--- config.mk ---
export PLATFORM = sky130hd
export DESIGN_NAME = agregador_de_periodos
export DESIGN_NICKNAME = d
export VERILOG_FILES = /design/src/rtl/agregador_pkg.sv /design/src/rtl/acumulador_periodos.sv /design/src/rtl/agregador_de_periodos.sv
export SDC_FILE = /design/constraint.sdc
export NUM_CORES = 1
export LEC_CHECK = 0
export CAP_MARGIN = 20
export CORE_MARGIN = 8
export CORE_UTILIZATION = 30
export DETAILED_ROUTE_END_ITERATION = 12
export REMOVE_ABC_BUFFERS = 1
export SKIP_CTS_REPAIR_TIMING = 1
export SLEW_MARGIN = 20
export SYNTH_ARGS = -nofsm -noshare
export SYNTH_HDL_FRONTEND = slang
export SYNTH_SLANG_ARGS = --single-unit
--- constraint.sdc ---
create_clock -name clk -period 4.8 [get_ports clk]
set_input_delay 0.72 -clock clk [delete_from_list [all_inputs] [get_ports clk]]
set_output_delay 0.72 -clock clk [all_outputs]
set_load 0.05 [all_outputs]
--- src/rtl/agregador_pkg.sv ---
// Shared types and constants for the period aggregator.
//   estado_agregador_t : campaign FSM states
//   PERIODO_W          : width of one period sample / result
//   MIN_INICIAL        : seed for the running minimum at campaign start
package agregador_pkg;

   localparam int PERIODO_W = 32;
   localparam logic [PERIODO_W-1:0] MIN_INICIAL = 32'hFFFF_FFFF;

   typedef enum logic [2:0] {
      OCIOSO,
      COLETANDO,
      CALCULANDO,
      RESULTADO,
      ERRO
   } estado_agregador_t;

endpackage

--- src/rtl/acumulador_periodos.sv ---
// Running sum / minimum / maximum of captured period samples.
//   clk, rst : clock, asynchronous active-high reset (everything to 0)
//   clear    : start a new campaign (sum=0, min=MIN_INICIAL, max=0)
//   capture  : accumulate value this cycle
//   value    : sample to accumulate
//   sum      : running sum, LOG2_AMOSTRAS extra bits so 2^LOG2_AMOSTRAS
//              full-scale samples never overflow
//   min, max : running extremes; constant 0 unless AGREGADOR_MINMAX_EN
//              is defined, in which case the trackers are built
module acumulador_periodos
   import agregador_pkg::*;
#(
   parameter int LOG2_AMOSTRAS = 3
) (
   input  logic                               clk,
   input  logic                               rst,
   input  logic                               clear,
   input  logic                               capture,
   input  logic [PERIODO_W-1:0]               value,
   output logic [PERIODO_W+LOG2_AMOSTRAS-1:0] sum,
   output logic [PERIODO_W-1:0]               min,
   output logic [PERIODO_W-1:0]               max
);

   localparam int SOMA_W = PERIODO_W + LOG2_AMOSTRAS;

   always_ff @(posedge clk or posedge rst) begin
      if (rst)
         sum <= '0;
      else if (clear)
         sum <= '0;
      else if (capture)
         sum <= sum + SOMA_W'(value);
   end

`ifdef AGREGADOR_MINMAX_EN
   always_ff @(posedge clk or posedge rst) begin
      if (rst) begin
         min <= '0;
         max <= '0;
      end else if (clear) begin
         min <= MIN_INICIAL;
         max <= '0;
      end else if (capture) begin
         if (value < min) min <= value;
         if (value > max) max <= value;
      end
   end
`else
   assign min = '0;
   assign max = '0;
`endif

endmodule

--- src/rtl/agregador_de_periodos.sv ---
// Period aggregator: runs a campaign of 2^LOG2_AMOSTRAS measurements from an
// upstream period counter and reports their truncated average (and, with
// AGREGADOR_MINMAX_EN defined, the minimum and maximum).
//   clk, rst      : clock, asynchronous active-high reset
//   iniciar       : start a campaign (honoured only while ready_o)
//   ack           : acknowledge a result or a timeout
//   start_o       : enables the upstream counter while collecting
//   done_i        : one-cycle pulse, measurement finished
//   periodo_ms_i  : measured period, valid the cycle after done_i
//   ready_o       : idle
//   valid_o       : media_ms/min_ms/max_ms hold a finished result
//   timeout_o     : campaign aborted, more than CICLOS_TIMEOUT cycles
//                   without a sample
//   media_ms, min_ms, max_ms : results
// Optional feature macro: AGREGADOR_MINMAX_EN (min/max tracking).
module agregador_de_periodos
   import agregador_pkg::*;
#(
   parameter int LOG2_AMOSTRAS  = 3,
   parameter int CICLOS_TIMEOUT = 50_000_000
) (
   input  logic                 clk,
   input  logic                 rst,
   input  logic                 iniciar,
   input  logic                 ack,
   output logic                 start_o,
   input  logic                 done_i,
   input  logic [PERIODO_W-1:0] periodo_ms_i,
   output logic                 ready_o,
   output logic                 valid_o,
   output logic                 timeout_o,
   output logic [PERIODO_W-1:0] media_ms,
   output logic [PERIODO_W-1:0] min_ms,
   output logic [PERIODO_W-1:0] max_ms
);

   localparam int N      = 1 << LOG2_AMOSTRAS;
   localparam int CONT_W = LOG2_AMOSTRAS + 1;
   localparam int SOMA_W = PERIODO_W + LOG2_AMOSTRAS;
   localparam logic [CONT_W-1:0] CONT_ULTIMA = CONT_W'(N - 1);
   localparam logic [31:0]       TIMEOUT_FIM = 32'(CICLOS_TIMEOUT - 1);

   estado_agregador_t estado, prox;

   logic              done_d;
   logic [CONT_W-1:0] contagem;
   logic [31:0]       ciclos;
   logic [SOMA_W-1:0] soma;
   logic              limpar, captura, ultima, estourou;

   // periodo_ms_i is only valid one cycle after done_i, hence capture on done_d
   assign limpar   = (estado == OCIOSO) && iniciar;
   assign captura  = (estado == COLETANDO) && done_d;
   assign ultima   = captura && (contagem == CONT_ULTIMA);
   // a capture on the terminal cycle restarts the window instead of aborting
   assign estourou = (estado == COLETANDO) && !captura && (ciclos == TIMEOUT_FIM);

   always_comb begin
      prox      = estado;
      start_o   = 1'b0;
      ready_o   = 1'b0;
      valid_o   = 1'b0;
      timeout_o = 1'b0;
      case (estado)
         OCIOSO: begin
            ready_o = 1'b1;
            if (iniciar) prox = COLETANDO;
         end
         COLETANDO: begin
            start_o = 1'b1;
            if (ultima)        prox = CALCULANDO;
            else if (estourou) prox = ERRO;
         end
         CALCULANDO: prox = RESULTADO;
         RESULTADO: begin
            valid_o = 1'b1;
            if (ack) prox = OCIOSO;
         end
         ERRO: begin
            timeout_o = 1'b1;
            if (ack) prox = OCIOSO;
         end
         default: prox = OCIOSO;
      endcase
   end

   always_ff @(posedge clk or posedge rst) begin
      if (rst) begin
         estado   <= OCIOSO;
         done_d   <= 1'b0;
         contagem <= '0;
         ciclos   <= '0;
         media_ms <= '0;
      end else begin
         estado <= prox;
         // outside COLETANDO done_d is held at 0, so it is clean on entry
         done_d <= (estado == COLETANDO) ? done_i : 1'b0;
         if (limpar) begin
            contagem <= '0;
            ciclos   <= '0;
         end else if (estado == COLETANDO) begin
            if (captura) begin
               contagem <= contagem + 1'b1;
               ciclos   <= '0;
            end else begin
               ciclos <= ciclos + 32'd1;
            end
         end
         if (estado == CALCULANDO)
            media_ms <= PERIODO_W'(soma >> LOG2_AMOSTRAS);
      end
   end

   acumulador_periodos #(
      .LOG2_AMOSTRAS(LOG2_AMOSTRAS)
   ) u_acumulador (
      .clk     (clk),
      .rst     (rst),
      .clear   (limpar),
      .capture (captura),
      .value   (periodo_ms_i),
      .sum     (soma),
      .min     (min_ms),
      .max     (max_ms)
   );

endmodule

**Word level (Yosys, flattened, before mapping)**

Index checks and enable logic that the tools add are counted.

- Logic and storage cells: 48
- Output and inout port bits: 100
- Input port bits: 37
- Register bits after elaboration: 107

- Add/subtract/negate cells: 3
- Muxes and demuxes: 18
- Reduce and logical (&&, ||, !) cells: 12
- Eq/ne operators: 9

Operators with widths:

| operator | number |
|---|---|
| 32-bit 2-to-1 mux | 3 |
| 35-bit 2-to-1 mux | 2 |
| 35-bit by 32-bit adder with 35-bit output | 1 |
| 32-bit by 1-bit adder with 32-bit output, second input constant | 1 |
| 32-bit by 26-bit equality test with 1-bit output, second input constant | 1 |
| 3-bit 2-to-1 mux | 4 |
| 4-bit 2-to-1 mux | 3 |
| 3-bit case mux with 4 select lines | 1 |
| 3-bit by 2-bit equality test with 1-bit output, second input constant | 2 |
| 1-bit logical AND | 5 |
| 1-bit 2-to-1 mux | 5 |
| 4-bit by 1-bit adder with 4-bit output, second input constant | 1 |
| 4-bit by 3-bit equality test with 1-bit output, second input constant | 1 |
| 2-bit nonzero test | 2 |
| 3-bit by 1-bit equality test with 1-bit output, second input constant | 1 |
| 3-bit equality test, second input constant | 1 |
| 3-bit zero test | 1 |
| 3-bit != test, second input constant | 1 |
| 3-bit AND reduction | 1 |
| 2-bit by 1-bit != test with 1-bit output, second input constant | 1 |
| 2-bit != test, second input constant | 1 |
| 2-bit AND reduction | 1 |
| 2-bit OR reduction | 1 |
| 1-bit zero test | 1 |

**Depth between registers and ports, before layout**

- Depth after elaboration: 8
- Gate-level depth with buffers: 12
- Mapped depth without buffers: 12

**By module**

From an unflattened synthesis, not the netlist that was laid out.

- Cell total of the unflattened synthesis: 740
- Area, all modules: 7050.5 um2

By module, submodules not included:

| module | area each (um2) | sequential area each (um2) | cells an instance | times used |
|---|---|---|---|---|
| acumulador_periodos | 3682.3 | 875.8 | 440 | 1 |
| agregador_de_periodos | 3368.2 | 1801.7 | 300 | 1 |

**Least setup slack after synthesis**

No wires, ideal clock.

- Kind: input-to-reg
- Start point: in periodo_ms_i[0]
- End point: reg u_acumulador.sum[28]
- Setup time: 0.077 ns
- Required time: 4.723 ns
- Arrival: 2.709 ns
- Stages on the path: 12
- Buffers on the path: 0
- Setup slack: 2.014 ns
- Path through: ha_1 > inv_1 > fa_1 > nor2b_1 > o2111ai_1 > a21o_1 > a211oi_2 > o31ai_4 > o21ai_2 > a21oi_1 > xor2_1 > o21ai_1

- Word-level cells in the longest chain between the ends: 3

Ends and longest elaborated chain:

| what | line | text |
|---|---|---|
| from (decl) | agregador_de_periodos.sv:28 | `input logic [PERIODO_W-1:0] periodo_ms_i,` |
| 35-bit by 32-bit adder with 35-bit output | acumulador_periodos.sv:33 | `sum <= sum + SOMA_W'(value);` |
| 35-bit 2-to-1 mux | acumulador_periodos.sv:32 | `else if (capture)` |
| 35-bit 2-to-1 mux | acumulador_periodos.sv:30 | `else if (clear)` |
| to (signal assigned) | acumulador_periodos.sv:33 |  |
| to (decl) | acumulador_periodos.sv:20 | `output logic [PERIODO_W+LOG2_AMOSTRAS-1:0] sum,` |

No other way between the ends. The select of a mux whose other input is x is not followed.
A chain may end at the register's enable or synchronous reset.

**Final worst setup path**

Same ends and word-level chain as after synthesis.

==> impl_metrics.json <==
{
  "wl_met2_um": 7380,
  "worstPathCellList": "clkdlybuf4s50_1, ha_1, inv_1, fa_1, nor2b_1, o2111ai_1, a21o_1, a211oi_2, o31ai_4, o21ai_2, a21oi_1, xor2_1, o21ai_1",
  "gr-usage-all-layers_pct": 11.9,
  "combPwrFrac_pct": 43.5,
  "initial_core_util_pct": 30.2,
  "wirelength_um": 16000,
  "timing.final.crit_share_pct": 67.2,
  "timing.rr.start": "u_acumulador.sum[0]",
  "wl_per_cell_um": 14.9,
  "cts_tree": "built",
  "synth.most_common_cell": "dfrtp_1",
  "core_area_um2": 22400,
  "cp_top_family": "compound AO/OA/AOI/OAI gates",
  "yosysTopAreaCellShare_pct": 39.7,
  "drc_errors": 0,
  "syn_avg_cell_area_um2": 9.30,
  "rrSetupSlack_ns": 2.03,
  "grt_pass1_vias": 5203,
  "wl_met3_um": 664,
  "dpl.hpwl_um": 11900,
  "max_freq_ghz": 0.310,
  "rsz0062_at_grt": "no",
  "clkSinkCount": 107,
  "ir_worst_vdd_v": 0.000150,
  "timing.rr.end": "u_acumulador.sum[28]",
  "critical_path_class": "in -> reg",
  "ys_types": 60,
  "clkLatencyLatePin_ns": 0.36,
  "antenna_found_initial": 0,
  "worstSetupEndpointType": "flop",
  "pwr-share-clk_pct": 23.6,
  "tightestPinTransition_ns": 0.926,
  "netlist_instances": 726,
  "slew_headroom_pct": 38.1,
  "endpoint": "u_acumulador.sum[28]",
  "grt_max_degree": 44,
  "cp.depth": 13,
  "clk_path_buf_depth": 2,
  "ant_nets": 0,
  "design_area_um2": 7840,
  "die-area_um2": 27600,
  "p_seq_share_pct": 33.0,
  "route.vias.total": 5063,
  "port_buffers": 72,
  "drv_cap": 0,
  "period_minus_slack_ns": 3.22,
  "path_max_fanout": 3,
  "final-hold-violation-count": 0,
  "post-route-util_pct": 35.1,
  "cp_slowest_stage_delay_ns": 0.46,
  "gp_congestion": 0.849,
  "timing.critical_path.buf_inv": 2,
  "vias_per_cell": 4.71,
  "synth.top_cells.by_area": "dfrtp_1, buf_4, ha_1",
  "maxUsedRoutingLayer": "met4",
  "slew_viol_final": 0,
  "overflow": 0,
  "synth_edf_count": 0,
  "synthToLayoutAreaGrowth_pct": 16.2,
  "status": "completed",
  "setup_violations": 0,
  "crit_start": "periodo_ms_i[0]",
  "rows": 55,
  "cts_root_buf": "clkbuf_16",
  "crit_arrival_ns": 3.44,
  "cts.clk_slew.worst_paths_ns": 0.08,
  "post_dp_cell_area_um2": 7500,
  "cpMaxStageDelayCell": "clkdlybuf4s50_1",
  "dr.pass1.iters": 5,
  "startpoint_type": "input pin",
  "synth_ff_type": "dfrtp_1",
  "io_pins": 137,
  "antenna_cells": 0,
  "die_height_um": 166,
  "die_w_um": 166,
  "ff2ff_path_depth": 12,
  "yosys_register_bits": 107,
  "fin_setup_tns_ns": 0,
  "drive_gt1_share_pct": 9.38,
  "synth_area_um2": 6750,
  "p_per_area_nw_per_um2": 452,
  "cts-htree-levels": 3,
  "worstHoldPathType": "reg -> reg",
  "cts_buffers": 9,
  "ys_async_sr_fraction_pct": 100,
  "cellInternalPower_w": 0.00206,
  "wl_met1_um": 7740,
  "drt-initial-drc-count": 234,
  "p_switching_w": 0.00149,
  "skew_ns": 0.0128,
  "yosysTopAreaCell": "dfrtp_1",
  "leakage_nw": 3.56,
  "switching_share_pct": 41.9,
  "seq_area_frac_synth_pct": 39.7,
  "synth_common_cells": "dfrtp_1, nand2_1, buf_4",
  "worstPathRequired_ns": 5.02,
  "grt_pass1_wl_um": 27100,
  "fin_nets": 856,
  "ys.warnings.count": 0
}
==> final cells by class <==
type                       instances  area (um2)
tap                              285         357
clock inverter                     7         105
multi-input combinational        574        3660
inverter                          16        62.6
fill                            2273       14500
clock buffer                       9         225
timing repair buffer              76         758
sequential                       107        2680
==> power groups by stage <==
| stage | Clock (W) | Sequential (W) | Combinational (W) |
|---|---|---|---|
| floorplan | 0 | 0.00114 | 0.00121 |
| detailed placement | 0 | 0.00119 | 0.00152 |
| CTS | 0.000863 | 0.00117 | 0.00154 |
| global placement | 0 | 0.00118 | 0.00153 |
| finish | 0.000835 | 0.00117 | 0.00154 |
| global route | 0.000890 | 0.00119 | 0.00172 |
==> registers in the layout (all words and copies together) (netlist names) <==
signal            cells
u_acumulador.sum     35
ciclos               32
media_ms             32
contagem              4
estado                3
done_d                1
==> cell usage in the layout (no fill, tap or decap), types with 24 or more instances in the layout <==
| cell type | instances |
|---|---|
| a21oi_1 | 40 |
| clkdlybuf4s50_1 | 72 |
| conb_1 | 64 |
| dfrtp_1 | 107 |
| ha_1 | 34 |
| mux2_2 | 32 |
| nand2_1 | 79 |
| nand3_1 | 24 |
| nor2_1 | 59 |
| o21ai_1 | 35 |
| xor2_1 | 36 |
==> stage by stage <==
step	power [W]	hold WS (ns)	std cells	setup slack (ns)
3_3_place_gp	0.00271	0.475	1057	1.22
6_report	0.00355	0.504	1074	1.58
4_1_cts	0.00357	0.506	1073	1.58
5_1_grt	0.00380	0.520	1074	1.34
3_5_place_dp	0.00271	0.487	1057	1.18
2_1_floorplan	0.00234	0.460	697	1.26
==> worst min path at each step <==
stage,startpoint,to,depth (start not counted)
floorplan,u_acumulador.sum[2],u_acumulador.sum[2],2
global placement,u_acumulador.sum[2],u_acumulador.sum[2],2
detailed placement,u_acumulador.sum[2],u_acumulador.sum[2],2
CTS,u_acumulador.sum[2],u_acumulador.sum[2],2
global route,media_ms[5],media_ms[5],1
finish,media_ms[6],media_ms[6],1
==> logic make-up after synthesis <==
logic type,count (synthesis),synth area share [%]
flops,107,39.7
simple gates,236,16.8
compound gates,146,13.7
buf+inv,108,9.83
fa+ha+maj,35,6.60
other cells,1,0.0556
mux,34,5.64
xor+xnor,59,7.66
==> per-layer routing <==
| layer | up-vias | global-route usage [%] |
|---|---|---|
| met5 | - | 0 |
| met4 | 0 | 4.03 |
| met3 | 18 | 2.83 |
| met2 | 102 | 19.1 |
| met1 | 2428 | 15.6 |
| li1 | 2515 | - |
No activity file was read; power rests on OpenSTA's default activity.
